**src/rtl/axil_fifo_bridge_pkg.sv**
```systemverilog
// Shared address map, AXI response codes and FSM state types for axil_fifo_bridge.
// Optional error responses are enabled by defining AXIL_FIFO_BRIDGE_ERR_EN.
package axil_fifo_bridge_pkg;

   localparam logic [9:0] CSR_BASE   = 10'h000;
   localparam logic [9:0] PS2PL_DATA = 10'h100;
   localparam logic [9:0] PS2PL_FREE = 10'h104;
   localparam logic [9:0] PL2PS_DATA = 10'h108;
   localparam logic [9:0] PL2PS_CNT  = 10'h10C;

   localparam logic [1:0] RESP_OKAY   = 2'b00;
   localparam logic [1:0] RESP_SLVERR = 2'b10;

`ifdef AXIL_FIFO_BRIDGE_ERR_EN
   localparam logic [1:0] RESP_ERR = RESP_SLVERR;
`else
   localparam logic [1:0] RESP_ERR = RESP_OKAY;
`endif

   typedef enum logic {W_IDLE = 1'b0, W_RESP = 1'b1} w_state_e;
   typedef enum logic {R_IDLE = 1'b0, R_RESP = 1'b1} r_state_e;

   function automatic logic [7:0] word_idx(input logic [9:0] byte_addr);
      return byte_addr[9:2];
   endfunction

endpackage

```
**src/rtl/axil_fifo_bridge_fifo.sv**
```systemverilog
// Registered 1r1w word FIFO; head data reads as zero while empty.
module axil_fifo_bridge_fifo #(
   parameter int unsigned els_p   = 8,
   parameter int unsigned width_p = 32
) (
   input  logic                      clk_i,
   input  logic                      reset_n_i,
   input  logic                      push_v_i,
   input  logic [width_p-1:0]        push_data_i,
   output logic                      full_o,
   output logic                      v_o,
   output logic [width_p-1:0]        data_o,
   input  logic                      yumi_i,
   output logic [$clog2(els_p):0]    count_o
);

   localparam int unsigned AW = $clog2(els_p);
   localparam int unsigned PW = AW + 1;

   logic [width_p-1:0] mem_q [els_p];
   logic [PW-1:0]      wptr_q, wptr_d, rptr_q, rptr_d;
   logic               push, pop;

   assign count_o = wptr_q - rptr_q;
   assign full_o  = (count_o == PW'(els_p));
   assign v_o     = (count_o != '0);
   assign data_o  = v_o ? mem_q[rptr_q[AW-1:0]] : '0;

   assign push = push_v_i & ~full_o;
   assign pop  = yumi_i & v_o;

   always_comb begin
      wptr_d = wptr_q;
      rptr_d = rptr_q;
      if (push) wptr_d = wptr_q + 1'b1;
      if (pop)  rptr_d = rptr_q + 1'b1;
   end

   always_ff @(posedge clk_i) begin
      if (!reset_n_i) begin
         wptr_q <= '0;
         rptr_q <= '0;
      end else begin
         wptr_q <= wptr_d;
         rptr_q <= rptr_d;
      end
   end

   always_ff @(posedge clk_i) begin
      if (push) mem_q[wptr_q[AW-1:0]] <= push_data_i;
   end

endmodule

```
**src/rtl/axil_fifo_bridge.sv**
```systemverilog
// AXI-lite slave exposing byte-writable CSRs plus ps2pl/pl2ps word FIFOs to PL logic.
// Define AXIL_FIFO_BRIDGE_ERR_EN to return SLVERR on unmapped/illegal accesses.
module axil_fifo_bridge
   import axil_fifo_bridge_pkg::*;
#(
   parameter int C_S00_AXI_DATA_WIDTH = 32,
   parameter int C_S00_AXI_ADDR_WIDTH = 10,
   parameter int num_regs_p           = 4,
   parameter int fifo_els_p           = 8
) (
   input  logic                                aclk,
   input  logic                                aresetn,
   input  logic [C_S00_AXI_ADDR_WIDTH-1:0]     s00_axi_awaddr,
   input  logic [2:0]                          s00_axi_awprot,
   input  logic                                s00_axi_awvalid,
   output logic                                s00_axi_awready,
   input  logic [C_S00_AXI_DATA_WIDTH-1:0]     s00_axi_wdata,
   input  logic [C_S00_AXI_DATA_WIDTH/8-1:0]   s00_axi_wstrb,
   input  logic                                s00_axi_wvalid,
   output logic                                s00_axi_wready,
   output logic [1:0]                          s00_axi_bresp,
   output logic                                s00_axi_bvalid,
   input  logic                                s00_axi_bready,
   input  logic [C_S00_AXI_ADDR_WIDTH-1:0]     s00_axi_araddr,
   input  logic [2:0]                          s00_axi_arprot,
   input  logic                                s00_axi_arvalid,
   output logic                                s00_axi_arready,
   output logic [C_S00_AXI_DATA_WIDTH-1:0]     s00_axi_rdata,
   output logic [1:0]                          s00_axi_rresp,
   output logic                                s00_axi_rvalid,
   input  logic                                s00_axi_rready,
   output logic [num_regs_p*32-1:0]            csr_o,
   output logic                                ps2pl_v_o,
   output logic [31:0]                         ps2pl_data_o,
   input  logic                                ps2pl_yumi_i,
   input  logic                                pl2ps_v_i,
   input  logic [31:0]                         pl2ps_data_i,
   output logic                                pl2ps_ready_o
);

   localparam int unsigned PW = $clog2(fifo_els_p) + 1;
   localparam logic [PW-1:0] ELS = PW'(fifo_els_p);

   w_state_e w_state_q, w_state_d;
   r_state_e r_state_q, r_state_d;
   logic [1:0]  bresp_q, bresp_d, rresp_q, rresp_d;
   logic [31:0] rdata_q, rdata_d, rd_word;
   logic [num_regs_p*32-1:0] csr_q, csr_d;
   logic [9:0]  aw_a, ar_a;
   logic [7:0]  aw_idx, ar_idx;
   logic        w_acc, r_acc, aw_csr, aw_push, ar_csr, wr_err, rd_err;
   logic        ps2pl_full, pl2ps_full, pl2ps_v, pl2ps_pop;
   logic [PW-1:0] ps2pl_cnt, pl2ps_cnt;
   logic [31:0] pl2ps_head;
   logic        unused_ok;

   assign unused_ok = ^{s00_axi_awprot, s00_axi_arprot, s00_axi_awaddr, s00_axi_araddr};

   assign aw_a    = 10'(s00_axi_awaddr);
   assign ar_a    = 10'(s00_axi_araddr);
   assign aw_idx  = word_idx(aw_a);
   assign ar_idx  = word_idx(ar_a);
   assign aw_csr  = aw_idx < 8'(num_regs_p);
   assign ar_csr  = ar_idx < 8'(num_regs_p);
   assign aw_push = aw_idx == word_idx(PS2PL_DATA);

   // Ready strobes are combinational so AW/W are taken in the same cycle only.
   assign w_acc = aresetn & (w_state_q == W_IDLE) & s00_axi_awvalid & s00_axi_wvalid;
   assign r_acc = aresetn & (r_state_q == R_IDLE) & s00_axi_arvalid;

   assign s00_axi_awready = w_acc;
   assign s00_axi_wready  = w_acc;
   assign s00_axi_arready = r_acc;
   assign s00_axi_bvalid  = (w_state_q == W_RESP);
   assign s00_axi_rvalid  = (r_state_q == R_RESP);
   assign s00_axi_bresp   = bresp_q;
   assign s00_axi_rresp   = rresp_q;
   assign s00_axi_rdata   = C_S00_AXI_DATA_WIDTH'(rdata_q);
   assign csr_o           = csr_q;
   assign pl2ps_ready_o   = aresetn & ~pl2ps_full;

   assign wr_err    = (~aw_csr & ~aw_push) | (aw_push & ps2pl_full);
   assign pl2ps_pop = r_acc & (ar_idx == word_idx(PL2PS_DATA)) & pl2ps_v;

   always_comb begin
      w_state_d = w_state_q;
      bresp_d   = bresp_q;
      csr_d     = csr_q;
      case (w_state_q)
         W_IDLE: if (w_acc) begin
            w_state_d = W_RESP;
            bresp_d   = wr_err ? RESP_ERR : RESP_OKAY;
            for (int unsigned i = 0; i < num_regs_p; i++)
               if (aw_csr && aw_idx == 8'(i))
                  for (int unsigned b = 0; b < 4; b++)
                     if (s00_axi_wstrb[b]) csr_d[32*i+8*b +: 8] = s00_axi_wdata[8*b +: 8];
         end
         W_RESP: if (s00_axi_bready) w_state_d = W_IDLE;
         default: w_state_d = W_IDLE;
      endcase
   end

   always_comb begin
      rd_word = '0;
      rd_err  = 1'b0;
      if (ar_csr) begin
         for (int unsigned i = 0; i < num_regs_p; i++)
            if (ar_idx == 8'(i)) rd_word = csr_q[32*i +: 32];
      end else if (ar_idx == word_idx(PS2PL_FREE)) begin
         rd_word = 32'(ELS - ps2pl_cnt);
      end else if (ar_idx == word_idx(PL2PS_DATA)) begin
         rd_word = pl2ps_head;
         rd_err  = ~pl2ps_v;
      end else if (ar_idx == word_idx(PL2PS_CNT)) begin
         rd_word = 32'(pl2ps_cnt);
      end else begin
         rd_err  = 1'b1;
      end
   end

   always_comb begin
      r_state_d = r_state_q;
      rdata_d   = rdata_q;
      rresp_d   = rresp_q;
      case (r_state_q)
         R_IDLE: if (r_acc) begin
            r_state_d = R_RESP;
            rdata_d   = rd_word;
            rresp_d   = rd_err ? RESP_ERR : RESP_OKAY;
         end
         R_RESP: if (s00_axi_rready) r_state_d = R_IDLE;
         default: r_state_d = R_IDLE;
      endcase
   end

   always_ff @(posedge aclk) begin
      if (!aresetn) begin
         w_state_q <= W_IDLE;
         r_state_q <= R_IDLE;
         bresp_q   <= RESP_OKAY;
         rresp_q   <= RESP_OKAY;
         rdata_q   <= '0;
         csr_q     <= '0;
      end else begin
         w_state_q <= w_state_d;
         r_state_q <= r_state_d;
         bresp_q   <= bresp_d;
         rresp_q   <= rresp_d;
         rdata_q   <= rdata_d;
         csr_q     <= csr_d;
      end
   end

   axil_fifo_bridge_fifo #(.els_p(fifo_els_p), .width_p(32)) ps2pl_fifo (
      .clk_i      (aclk),
      .reset_n_i  (aresetn),
      .push_v_i   (w_acc & aw_push),
      .push_data_i(s00_axi_wdata[31:0]),
      .full_o     (ps2pl_full),
      .v_o        (ps2pl_v_o),
      .data_o     (ps2pl_data_o),
      .yumi_i     (ps2pl_yumi_i),
      .count_o    (ps2pl_cnt)
   );

   axil_fifo_bridge_fifo #(.els_p(fifo_els_p), .width_p(32)) pl2ps_fifo (
      .clk_i      (aclk),
      .reset_n_i  (aresetn),
      .push_v_i   (pl2ps_v_i & pl2ps_ready_o),
      .push_data_i(pl2ps_data_i),
      .full_o     (pl2ps_full),
      .v_o        (pl2ps_v),
      .data_o     (pl2ps_head),
      .yumi_i     (pl2ps_pop),
      .count_o    (pl2ps_cnt)
   );

endmodule

```
**config.mk**
```make
export PLATFORM = sky130hd
export DESIGN_NAME = axil_fifo_bridge
export DESIGN_NICKNAME = d
export VERILOG_FILES = /design/src/rtl/axil_fifo_bridge_pkg.sv /design/src/rtl/axil_fifo_bridge_fifo.sv /design/src/rtl/axil_fifo_bridge.sv
export SDC_FILE = /design/constraint.sdc
export NUM_CORES = 1
export LEC_CHECK = 0
export ABC_AREA = 0
export BUFFER_PORTS_ARGS = -buffer_cell sky130_fd_sc_hd__buf_4
export CORE_MARGIN = 1.5
export CORE_UTILIZATION = 60
export DETAILED_ROUTE_END_ITERATION = 8
export GPL_ROUTABILITY_DRIVEN = 0
export PLACE_DENSITY = 0.81
export SETUP_SLACK_MARGIN = 0.05
export SLEW_MARGIN = 20
export SYNTH_ARGS = -nofsm -noshare
export SYNTH_HDL_FRONTEND = slang
export SYNTH_SLANG_ARGS = --single-unit
```
**constraint.sdc**
```tcl
create_clock -name aclk -period 7.7 [get_ports aclk]
set_input_delay 0.77 -clock aclk [delete_from_list [all_inputs] [get_ports aclk]]
set_output_delay 0.77 -clock aclk [all_outputs]
set_load 0.05 [all_outputs]
```
# Yosys cells after proc, flatten, opt, wreduce, memory -nomap -nowiden
# Memories as Yosys holds them, arrays and structs flattened. A register that Yosys moved wholly into a read port is not among the register bits.
# Index checks and enable logic that the tools add are counted.
[totals]
ramBits = 512
mem_count = 2
ff_bits = 178
elab_cells = 113
[op_classes]
n_bitwise = 18
n_mux = 24
n_eq_ne = 12
magnitude_cmp = 2
n_addsub = 7
n_reduce_logical = 25
[mem_list]
columns = ["name", "words", "word_bits", "rd", "rd_ports_with_merged_regs", "wr", "line_no", "source"]
rows = [
  ["pl2ps_fifo.mem_q", 8, 32, 1, 1, 1, "axil_fifo_bridge_fifo.sv:20", "logic [width_p-1:0] mem_q [els_p];"],
  ["ps2pl_fifo.mem_q", 8, 32, 1, 1, 1, "axil_fifo_bridge_fifo.sv:20", ""],
]
[ops]
columns = ["operator", "n"]
rows = [
  ["$mux W32", 9],
  ["$reduce_and A4 Y1", 16],
  ["$eq A8 B2 Y1 const B", 4],
  ["$eq A8 B7 Y1 const B", 4],
  ["$add A4 B1 Y4 const B", 4],
  ["$eq A8 B1 Y1 const B", 2],
  ["$logic_not A8 Y1", 2],
  ["$lt A8 B3 Y1 const B", 2],
  ["$and A1 B1 Y1", 14],
  ["$mux W3", 4],
  ["$eq A4 B4 Y1 const B", 2],
  ["$mux W1", 8],
  ["$reduce_bool A4 Y1", 2],
  ["$sub A4 B4 Y4", 2],
  ["$sub A4 B4 Y5 const A", 1],
  ["$logic_and A1 B1 Y1", 4],
  ["$mux W4", 1],
  ["$not A1 Y1", 4],
  ["$pmux W1 S2", 2],
  ["$reduce_and A2 Y1", 1],
]

# Depth between registers and ports, before layout
# Gate-level depths: netlist of run 1.
[depth]
word_depth = 8
mapped_depth = 11

# Modules after synthesis
# Synthesis of run 1 repeated with hierarchy kept, for this count alone.
[hier_totals]
hier_cells = 1835
hier_area_um2 = 28514.8
[by_module_without_submodules]
columns = ["module", "area_each_um2", "cells_each", "n_inst"]
rows = [
  ["axil_fifo_bridge_fifo", 10385.0, 491, 2],
  ["axil_fifo_bridge", 7744.9, 853, 1],
]

# Least setup slack after synthesis of run 1
# OpenSTA, ideal clock, no wires.
[synth_path]
path_type = "register to register"
start = "reg pl2ps_fifo.wptr_q[0]"
end = "mem pl2ps_fifo.mem_q[0][0] (enable)"
path_buffers = 2
path_stages_with_launch = 12
slack_ns = 2.844
setup_time_ns = 0.468
arrival_ns = 4.388
required_time_ns = 7.232
path_cell_list = "dfxtp_1 clkbuf_1 inv_1 ha_1 inv_1 fa_1 xor2_1 o31a_1 or3_1 clkbuf_1 nor2b_1 nor3b_1"
[synth_between]
elab_chain_len = 8
[synth_lines]
columns = ["item", "line_no", "source"]
rows = [
  ["start, declared", "axil_fifo_bridge_fifo.sv:21", "logic [PW-1:0] wptr_q, wptr_d, rptr_q, rptr_d;"],
  ["start signal, assigned", "axil_fifo_bridge_fifo.sv:44", "wptr_q <= wptr_d;"],
  ["$sub A4 B4 Y4", "axil_fifo_bridge_fifo.sv:24", "assign count_o = wptr_q - rptr_q;"],
  ["$eq A4 B4 Y1", "axil_fifo_bridge_fifo.sv:25", "assign full_o = (count_o == PW'(els_p));"],
  ["$not A1 Y1", "axil_fifo_bridge_fifo.sv:29, axil_fifo_bridge.sv:80", ""],
  ["$and A1 B1 Y1", "axil_fifo_bridge.sv:80", "assign pl2ps_ready_o = aresetn & ~pl2ps_full;"],
  ["$and A1 B1 Y1", "axil_fifo_bridge.sv:169", ".push_v_i (pl2ps_v_i & pl2ps_ready_o),"],
  ["$and A1 B1 Y1", "axil_fifo_bridge_fifo.sv:29", "assign push = push_v_i & ~full_o;"],
  ["$mux W1", "axil_fifo_bridge_fifo.sv:50", "if (push) mem_q[wptr_q[AW-1:0]] <= push_data_i;"],
  ["$mux W1 (not written as such)", "axil_fifo_bridge_fifo.sv:50", ""],
  ["end, declared", "axil_fifo_bridge_fifo.sv:20", ""],
]
# Several ways; a longest one is shown, not always the timed one.

# Final worst setup path of run 1
[layout_path]
start = "reg ps2pl_fifo.wptr_q[0]"
end = "out ps2pl_data_o[19]"
[layout_between]
elab_chain_len = 3
[layout_lines]
columns = ["item", "line_no", "source"]
rows = [
  ["start, declared", "axil_fifo_bridge_fifo.sv:21", ""],
  ["start signal, assigned", "axil_fifo_bridge_fifo.sv:44", ""],
  ["$sub A4 B4 Y4", "axil_fifo_bridge_fifo.sv:24", ""],
  ["$reduce_bool A4 Y1", "axil_fifo_bridge_fifo.sv:26", "assign v_o = (count_o != '0);"],
  ["$mux W32", "axil_fifo_bridge_fifo.sv:27", "assign data_o = v_o ? mem_q[rptr_q[AW-1:0]] : '0;"],
  ["end, declared", "axil_fifo_bridge.sv:34", "output logic [31:0] ps2pl_data_o,"],
]
# No other way between the ends.

==> summary.md, run 1 <==
* **most area-hungry cell type in the Yosys netlist** edfxtp_1
* **number of vias in the routed layout** 17200
* **path type of the worst setup path** reg -> out
* **Core Region** 45600 um2
* **source-to-sink clock delay at the later pin of the worst-skew pair** 0.59 ns
* **register bit total from synthesis** 696
* **clock root buffer** clkbuf_16
* **synthesis-to-layout area growth** 18.1%
* **Power, Total** 9.25 mW
* **total length of routed wires** 72.7 mm
* **amount of wire on met2 after detailed routing** 35.2 mm
* **highest net fanout along the worst path** 33
* **fin area** 32800 um2
* **Crit path top cell by count** ha_1
* **data required time at the worst endpoint** 6.93 ns
* **number of distinct library cell variants in the gate-level netlist after synthesis** 64
* **CP endpoint kind** output pin
* **area of the mapped netlist** 27800 um2
* **placed inst area** 30600 um2
* **pin slew with the least headroom to its limit** 1.19 ns
* **post-detailed-route via-to-cell ratio** 6.39
* **Tot GR Track Use** 30.5%
* **Clock Pin Slew Worst Setup and Hold Paths** 0.06 ns
* **post-placement worst setup slack** 3.77 ns
* **number of enable flip-flop cells after synthesis** 512
* **warnings from Yosys** 0
* **Die Outline Area** 47600 um2
* **placed cells** 2563
* **worst-case clock skew** 0.0176 ns
* **unrepaired setup endpoints after global routing** false
* **fraction of registers with async set or reset after synthesis** 0%
* **worst hold path type** in -> reg
* **terminating pin of the worst hold path** s00_axi_bvalid
* **Worst IR Drop VDD** 0.319 mV
* **die span in y** 218 um
* **final critical-path required period** 4.53 ns
* **routed length per placed instance** 27.0 um
* **wire length on met1** 26.2 mm
* **via count of the first global-routing pass** 17100
* **final setup TNS** 0 ns
* **depth of the most critical reg-to-reg path** 10
* **number of I/O port buffers** 291
* **maximum number of pins on one net before global-route repair** 73
* **Hold Path Depth** 2
* **length of the first detailed-routing pass in iterations** 8
* **hold buffer count at CTS** 0
* **slowest stage cell on the critical path** a21oi_4
* **Met3 Routed Length** 8.23 mm
* **Net count, final** 2149
* **top-area cell type share of the netlist area** 55.3%
* **number of setup buffers added after CTS** 0
* **most common flop cell mapped by yosys** edfxtp_1
* **largest incremental delay on the critical path** 0.79 ns
* **First DRT Iteration DRCs** 2030
* **FF-to-FF Start** pl2ps_fifo.wptr_q[0]
* **DRC Markers** 0
* **setup slack of the most critical reg-to-reg path** 4.00 ns
* **run status** finished clean
* **Final Worst Setup Slack** 3.17 ns
* **count of final max-slew check failures** 0
* **Non-Filler Instances** 2688
* **crit path DAT** 3.76 ns
* **ANT nets after route** 0
* **largest buffer count on any clock path** 3
* **effective utilization at floorplan** 61.0%
* **topmost layer with routed signal wires** met5
* **PwrDens** 282 nW/um2
* **Multi-input gate area** 8320 um2
* **fraction of the yosys area taken by sequential cells** 68.6%
* **Critical path buffers and inverters** 2
* **fraction of final layout cells with drive strength greater than 1** 29.9%
* **Slew Limit Headroom** 20.5%
* **ranking of synthesized cells by area** edfxtp_1 (55%), dfxtp_1 (13%), mux4_2 (10%), mux2i_1 (4.9%), o21ai_0 (2.1%)
* **most frequent cell after synthesis** edfxtp_1
* **Cell Chain, Critical Path** inv_1, ha_1, fa_1, ha_1, nand2_1, a21oi_4, nor2_1, buf_4
* **Worst path top cell family by delay** adder cells
* **per-instance average area after synthesis** 15.9 um2
* **top cell types by occurrence after synthesis** edfxtp_1 (512), dfxtp_1 (184), nor2_1 (143)
* **number of clock sinks seen by CTS** 696
* **category of the worst setup path launch point** flop
* **reg-to-reg critical path endpoint** pl2ps_fifo.mem_q[1][1]
* **Pleak** 11.4 nW
* **Hold Startpoint** s00_axi_bready
* **overflow left after global routing** 0
* **Worst Hold Slack** 0.374 ns
* **cell count along the critical path** 8
* **TritonCTS clock tree** built
* **final clock period utilization by the worst path** 58.9%
* **maximum frequency from static timing analysis** 0.221 GHz
* **filler cell count in the final layout** 2798
* **Max Cap Violations** 0
* **count of final setup violators** 0
* **I/O pin count** 306
* **total area of sequential cells** 19100 um2
* **final design utilization** 72.0%
* **standard-cell rows** 78
* **Hold Vio Cnt, Final** 0
* **first-pass GRT wire length** 106 mm
* **HPWL Detailed** 45.0 mm
* **post-cts resize count** 0
* **number of cells produced by synthesis** 1748
* **TritonCTS Buffers** 68
* **initial antenna violation count** 4
* **Die W** 218 um
* **htree depth** 3
per-layer routing:
layer | global-route usage [%] | up-vias
met4 | 12.6 | 6
met2 | 49.0 | 1016
met3 | 8.56 | 189
met1 | 39.5 | 8582
li1 | - | 7393
met5 | 0 | -
cells by family after synthesis:
| family | Yosys count | synth area share [%] |
|---|---|---|
| buffers and inverters | 128 | 1.95 |
| AO/OA/AOI/OAI | 298 | 6.66 |
| multiplexers | 291 | 16.4 |
| adder cells (fa/ha/maj) | 13 | 0.639 |
| AND/OR/NAND/NOR | 311 | 5.49 |
| other | 1 | 0.0135 |
| XOR/XNOR | 10 | 0.315 |
| flip-flops | 696 | 68.6 |
worst max path at each step:
stage                    startpoint                 endpoint  slack [ns]
2_1_floorplan  pl2ps_fifo.wptr_q[0]   pl2ps_fifo.mem_q[0][0]        2.84
6_report       ps2pl_fifo.wptr_q[0]         ps2pl_data_o[19]        3.17
3_3_place_gp   pl2ps_fifo.wptr_q[0]  pl2ps_fifo.mem_q[1][21]        3.83
5_1_grt        ps2pl_fifo.wptr_q[0]         ps2pl_data_o[19]        2.94
3_5_place_dp   ps2pl_fifo.wptr_q[0]         ps2pl_data_o[19]        3.77
4_1_cts        ps2pl_fifo.wptr_q[0]         ps2pl_data_o[19]        3.14
state kept, by name, indices dropped and copies added, names as in the netlist, named ones only:
register,count
pl2ps_fifo.wptr_q,4
ps2pl_fifo.wptr_q,4
pl2ps_fifo.rptr_q,4
ps2pl_fifo.mem_q,256
s00_axi_rdata,32
pl2ps_fifo.mem_q,256
csr_o,128
s00_axi_rvalid,1
ps2pl_fifo.rptr_q,4
s00_axi_bvalid,1
layout make-up:
type,instances,area share [%]
antenna,1,0.00762
clock buffer,93,6.01
clock inverter,31,0.682
inverter,17,0.202
multi-input combinational,927,25.3
sequential,696,58.1
tap,600,2.29
timing repair buffer,323,7.40
where the power goes:
group	total [mW]	switching (mW)	internal, mW
registers	4.19	0.0711	4.12
logic	1.79	1.16	0.622
clock network	3.27	1.37	1.90
layout by cell type, fill, tap and decap left out, types with 5 or more instances in the layout:
master | Yosys | final
nand3_1 | 11 | 11
nor3_2 | 0 | 9
clkbuf_16 | 0 | 75
nand2b_1 | 5 | 5
clkinv_1 | 0 | 9
a31oi_1 | 5 | 5
a32o_1 | 22 | 22
mux2_2 | 28 | 28
ha_1 | 11 | 11
a22o_1 | 6 | 6
a21oi_1 | 87 | 86
mux4_2 | 128 | 128
inv_1 | 15 | 14
a221o_1 | 9 | 9
o211ai_1 | 5 | 5
buf_4 | 7 | 322
dfxtp_1 | 184 | 178
nor2_1 | 143 | 142
o21ai_0 | 115 | 115
o21ai_1 | 8 | 8
xor2_1 | 6 | 6
clkbuf_1 | 71 | 15
edfxtp_1 | 512 | 512
nor2b_1 | 9 | 7
a32oi_1 | 6 | 6
nand2_1 | 88 | 88
mux2i_1 | 135 | 135
clkinv_2 | 0 | 16
a221oi_1 | 18 | 18
Power figures use the tool's default switching activity.
==> run 2: changes to the inputs <==
--- a/config.mk
+++ b/config.mk
@@ -5,13 +5,13 @@
 export SDC_FILE = /design/constraint.sdc
 export NUM_CORES = 1
 export LEC_CHECK = 0
-export ABC_AREA = 0
+export ABC_AREA = 1
 export BUFFER_PORTS_ARGS = -buffer_cell sky130_fd_sc_hd__buf_4
 export CORE_MARGIN = 1.5
-export CORE_UTILIZATION = 60
+export CORE_UTILIZATION = 59
 export DETAILED_ROUTE_END_ITERATION = 8
 export GPL_ROUTABILITY_DRIVEN = 0
-export PLACE_DENSITY = 0.81
+export PLACE_DENSITY = 0.8
 export SETUP_SLACK_MARGIN = 0.05
 export SLEW_MARGIN = 20
 export SYNTH_ARGS = -nofsm -noshare
==> constraint.sdc (replaced) <==
create_clock -name aclk -period 4.7 [get_ports aclk]
set_input_delay 0.47 -clock aclk [delete_from_list [all_inputs] [get_ports aclk]]
set_output_delay 0.47 -clock aclk [all_outputs]
set_load 0.05 [all_outputs]
==> summary.md, run 2 <==
* **run status** finished clean, unchanged
* **largest incremental delay on the critical path** 0.72 ns, was 0.79 ns
* **category of the worst setup path launch point** flop, unchanged
* **most area-hungry cell type in the Yosys netlist** edfxtp_1, unchanged
* **pin slew with the least headroom to its limit** 1.03 ns, was 1.19 ns
* **ranking of synthesized cells by area** edfxtp_1 (54%), dfxtp_1 (13%), nand2_1 (10%), nor2_1 (4.2%), nand3_1 (3.6%), was edfxtp_1 (55%), dfxtp_1 (13%), mux4_2 (10%), mux2i_1 (4.9%), o21ai_0 (2.1%)
* **fin area** 33600 um2, was 32800 um2
* **routed length per placed instance** 21.1 um, was 27.0 um
* **fraction of registers with async set or reset after synthesis** 0%, unchanged
* **number of distinct library cell variants in the gate-level netlist after synthesis** 39, was 64
* **Net count, final** 3135, was 2149
* **I/O pin count** 306, unchanged
* **most frequent cell after synthesis** nand2_1, was edfxtp_1
* **unrepaired setup endpoints after global routing** false, unchanged
* **via count of the first global-routing pass** 21400, was 17100
* **Die W** 223 um, was 218 um
* **crit path DAT** 3.30 ns, was 3.76 ns
* **PwrDens** 416 nW/um2, was 282 nW/um2
* **Worst IR Drop VDD** 0.340 mV, was 0.319 mV
* **fraction of final layout cells with drive strength greater than 1** 16.8%, was 29.9%
* **topmost layer with routed signal wires** met5, unchanged
* **total length of routed wires** 78.0 mm, was 72.7 mm
* **number of setup buffers added after CTS** 0, unchanged
* **number of clock sinks seen by CTS** 696, unchanged
* **warnings from Yosys** 0, unchanged
* **final clock period utilization by the worst path** 80.3%
* **Pleak** 13.2 nW, was 11.4 nW
* **Tot GR Track Use** 31.1%, was 30.5%
* **worst-case clock skew** 0.0206 ns, was 0.0176 ns
* **data required time at the worst endpoint** 4.23 ns, was 6.93 ns
* **post-detailed-route via-to-cell ratio** 5.96, was 6.39
* **final critical-path required period** 3.77 ns
* **Crit path top cell by count** buf_4, was ha_1
* **HPWL Detailed** 49.2 mm, was 45.0 mm
* **fraction of the yosys area taken by sequential cells** 66.7%, was 68.6%
* **number of I/O port buffers** 291, unchanged
* **Hold Startpoint** s00_axi_bready, unchanged
* **CP endpoint kind** output pin, unchanged
* **Clock Pin Slew Worst Setup and Hold Paths** 0.07 ns, was 0.06 ns
* **worst hold path type** in -> reg, unchanged
* **maximum number of pins on one net before global-route repair** 143, was 73
* **final setup TNS** 0 ns, unchanged
* **Cell Chain, Critical Path** clkinv_2, buf_4, nand2_1, a32oi_1, o21ai_0, nor2_1, buf_4, was inv_1, ha_1, fa_1, ha_1, nand2_1, a21oi_4, nor2_1, buf_4
* **Hold Vio Cnt, Final** 0, unchanged
* **wire length on met1** 28.2 mm, was 26.2 mm
* **largest buffer count on any clock path** 3, unchanged
* **number of vias in the routed layout** 22000, was 17200
* **per-instance average area after synthesis** 10.3 um2, was 15.9 um2
* **Worst Hold Slack** 0.0598 ns, was 0.374 ns
* **Met3 Routed Length** 8.40 mm, was 8.23 mm
* **most common cell after layout, fill and taps aside** nand2_1, was edfxtp_1
* **slowest stage cell on the critical path** clkinv_2, was a21oi_4
* **overflow left after global routing** 0, unchanged
* **most used cells in the layout excluding fill and tap cells** nand2_1 (777), edfxtp_1 (512), buf_4 (327), was edfxtp_1 (512), buf_4 (322), dfxtp_1 (178)
* **Max Cap Violations** 0, unchanged
* **path type of the worst setup path** reg -> out, unchanged
* **Core Region** 47700 um2, was 45600 um2
* **die span in y** 223 um, was 218 um
* **effective utilization at floorplan** 59.8%, was 61.0%
* **first-pass GRT wire length** 118 mm, was 106 mm
* **TritonCTS Buffers** 70, was 68
* **filler cell count in the final layout** 3262, was 2798
* **post-cts resize count** 0, unchanged
* **TritonCTS clock tree** built, unchanged
* **First DRT Iteration DRCs** 2493, was 2030
* **initial antenna violation count** 4, unchanged
* **most common flop cell mapped by yosys** edfxtp_1, unchanged
* **number of enable flip-flop cells after synthesis** 512, unchanged
* **amount of wire on met2 after detailed routing** 37.3 mm, was 35.2 mm
* **FF-to-FF Start** ps2pl_fifo.wptr_q[1], was pl2ps_fifo.wptr_q[0]
* **Slew Limit Headroom** 31.1%, was 20.5%
* **area of the mapped netlist** 28600 um2, was 27800 um2
* **hold buffer count at CTS** 0, unchanged
* **Die Outline Area** 49700 um2, was 47600 um2
* **count of final max-slew check failures** 0, unchanged
* **top cell types by occurrence after synthesis** nand2_1 (777), edfxtp_1 (512), nor2_1 (318), was edfxtp_1 (512), dfxtp_1 (184), nor2_1 (143)
* **highest net fanout along the worst path** 58, was 33
* **Final Worst Setup Slack** 0.925 ns, was 3.17 ns
* **ANT nets after route** 0, unchanged
* **post-placement worst setup slack** 1.42 ns, was 3.77 ns
* **register bit total from synthesis** 696, unchanged
* **number of cells produced by synthesis** 2765, was 1748
* **standard-cell rows** 80, was 78
* **length of the first detailed-routing pass in iterations** 6, was 8
* **Power, Total** 14.0 mW, was 9.25 mW
* **placed inst area** 31300 um2, was 30600 um2
* **synthesis-to-layout area growth** 17.6%, was 18.1%
* **DRC Markers** 0, unchanged
* **source-to-sink clock delay at the later pin of the worst-skew pair** 0.61 ns, was 0.59 ns
* **maximum frequency from static timing analysis** 0.265 GHz
* **clock root buffer** clkbuf_16, unchanged
* **count of final setup violators** 0, unchanged
* **top-area cell type share of the netlist area** 53.8%, was 55.3%
* **htree depth** 3, unchanged
## run 2: metal layers
metal | track usage (%) | vias to the layer above
met4 | 17.8 | 4
met3 | 7.05 | 246
met5 | 0 | -
met2 | 50.4 | 1220
met1 | 38.9 | 10500
li1 | - | 10000
## run 2: cells by family after synthesis
kind of cell / share of synthesized area, %
AO/OA/AOI/OAI: 8.61
XOR/XNOR: 0.307
adder cells (fa/ha/maj): 0.622
buffers and inverters: 3.59
other: 0.0131
AND/OR/NAND/NOR: 20.1
flip-flops: 66.7
## run 2: through the flow
stage,util (%),instances
after global placement,65.4,3562
after detailed placement,65.5,3562
after global routing,70.4,3690
final,70.4,3690
after floorplan,-,2768
after CTS,70.3,3688
## run 2: worst paths after layout
path / cells after the start / slack [ns] / endpoint
max: 7 / 0.93 / ps2pl_data_o[30]
min: 2 / 0.06 / s00_axi_bvalid
max reg2reg: 9 / 1.55 / ps2pl_fifo.mem_q[1][19]
min reg2reg: 2 / 0.46 / s00_axi_rdata[0]
## run 2: critical path: cells and delay by family, from the launching register on
kind	cells	cell delay (ns)
and+or+nand+nor	2	0.19
AOI/OAI and AO/OA	2	0.39
DFF	1	0.60
buffers and inverters	3	1.46
## run 2: final cells by class
cell class	instances	area (um2)	area share, %
flip-flops and latches	696	19100	56.8
multi-input cells	1829	8560	25.5
repair buffers	330	2500	7.43
clock buffers	90	1920	5.72
well taps	615	769	2.29
clock inverters	36	408	1.21
inverters	92	355	1.06
diodes	2	5.00	0.0149
## run 2: power by group
| part | total, mW | internal (mW) | switching (mW) |
|---|---|---|---|
| clock | 5.67 | 3.38 | 2.28 |
| sequential | 6.71 | 6.63 | 0.0810 |
| combinational | 1.58 | 0.469 | 1.12 |
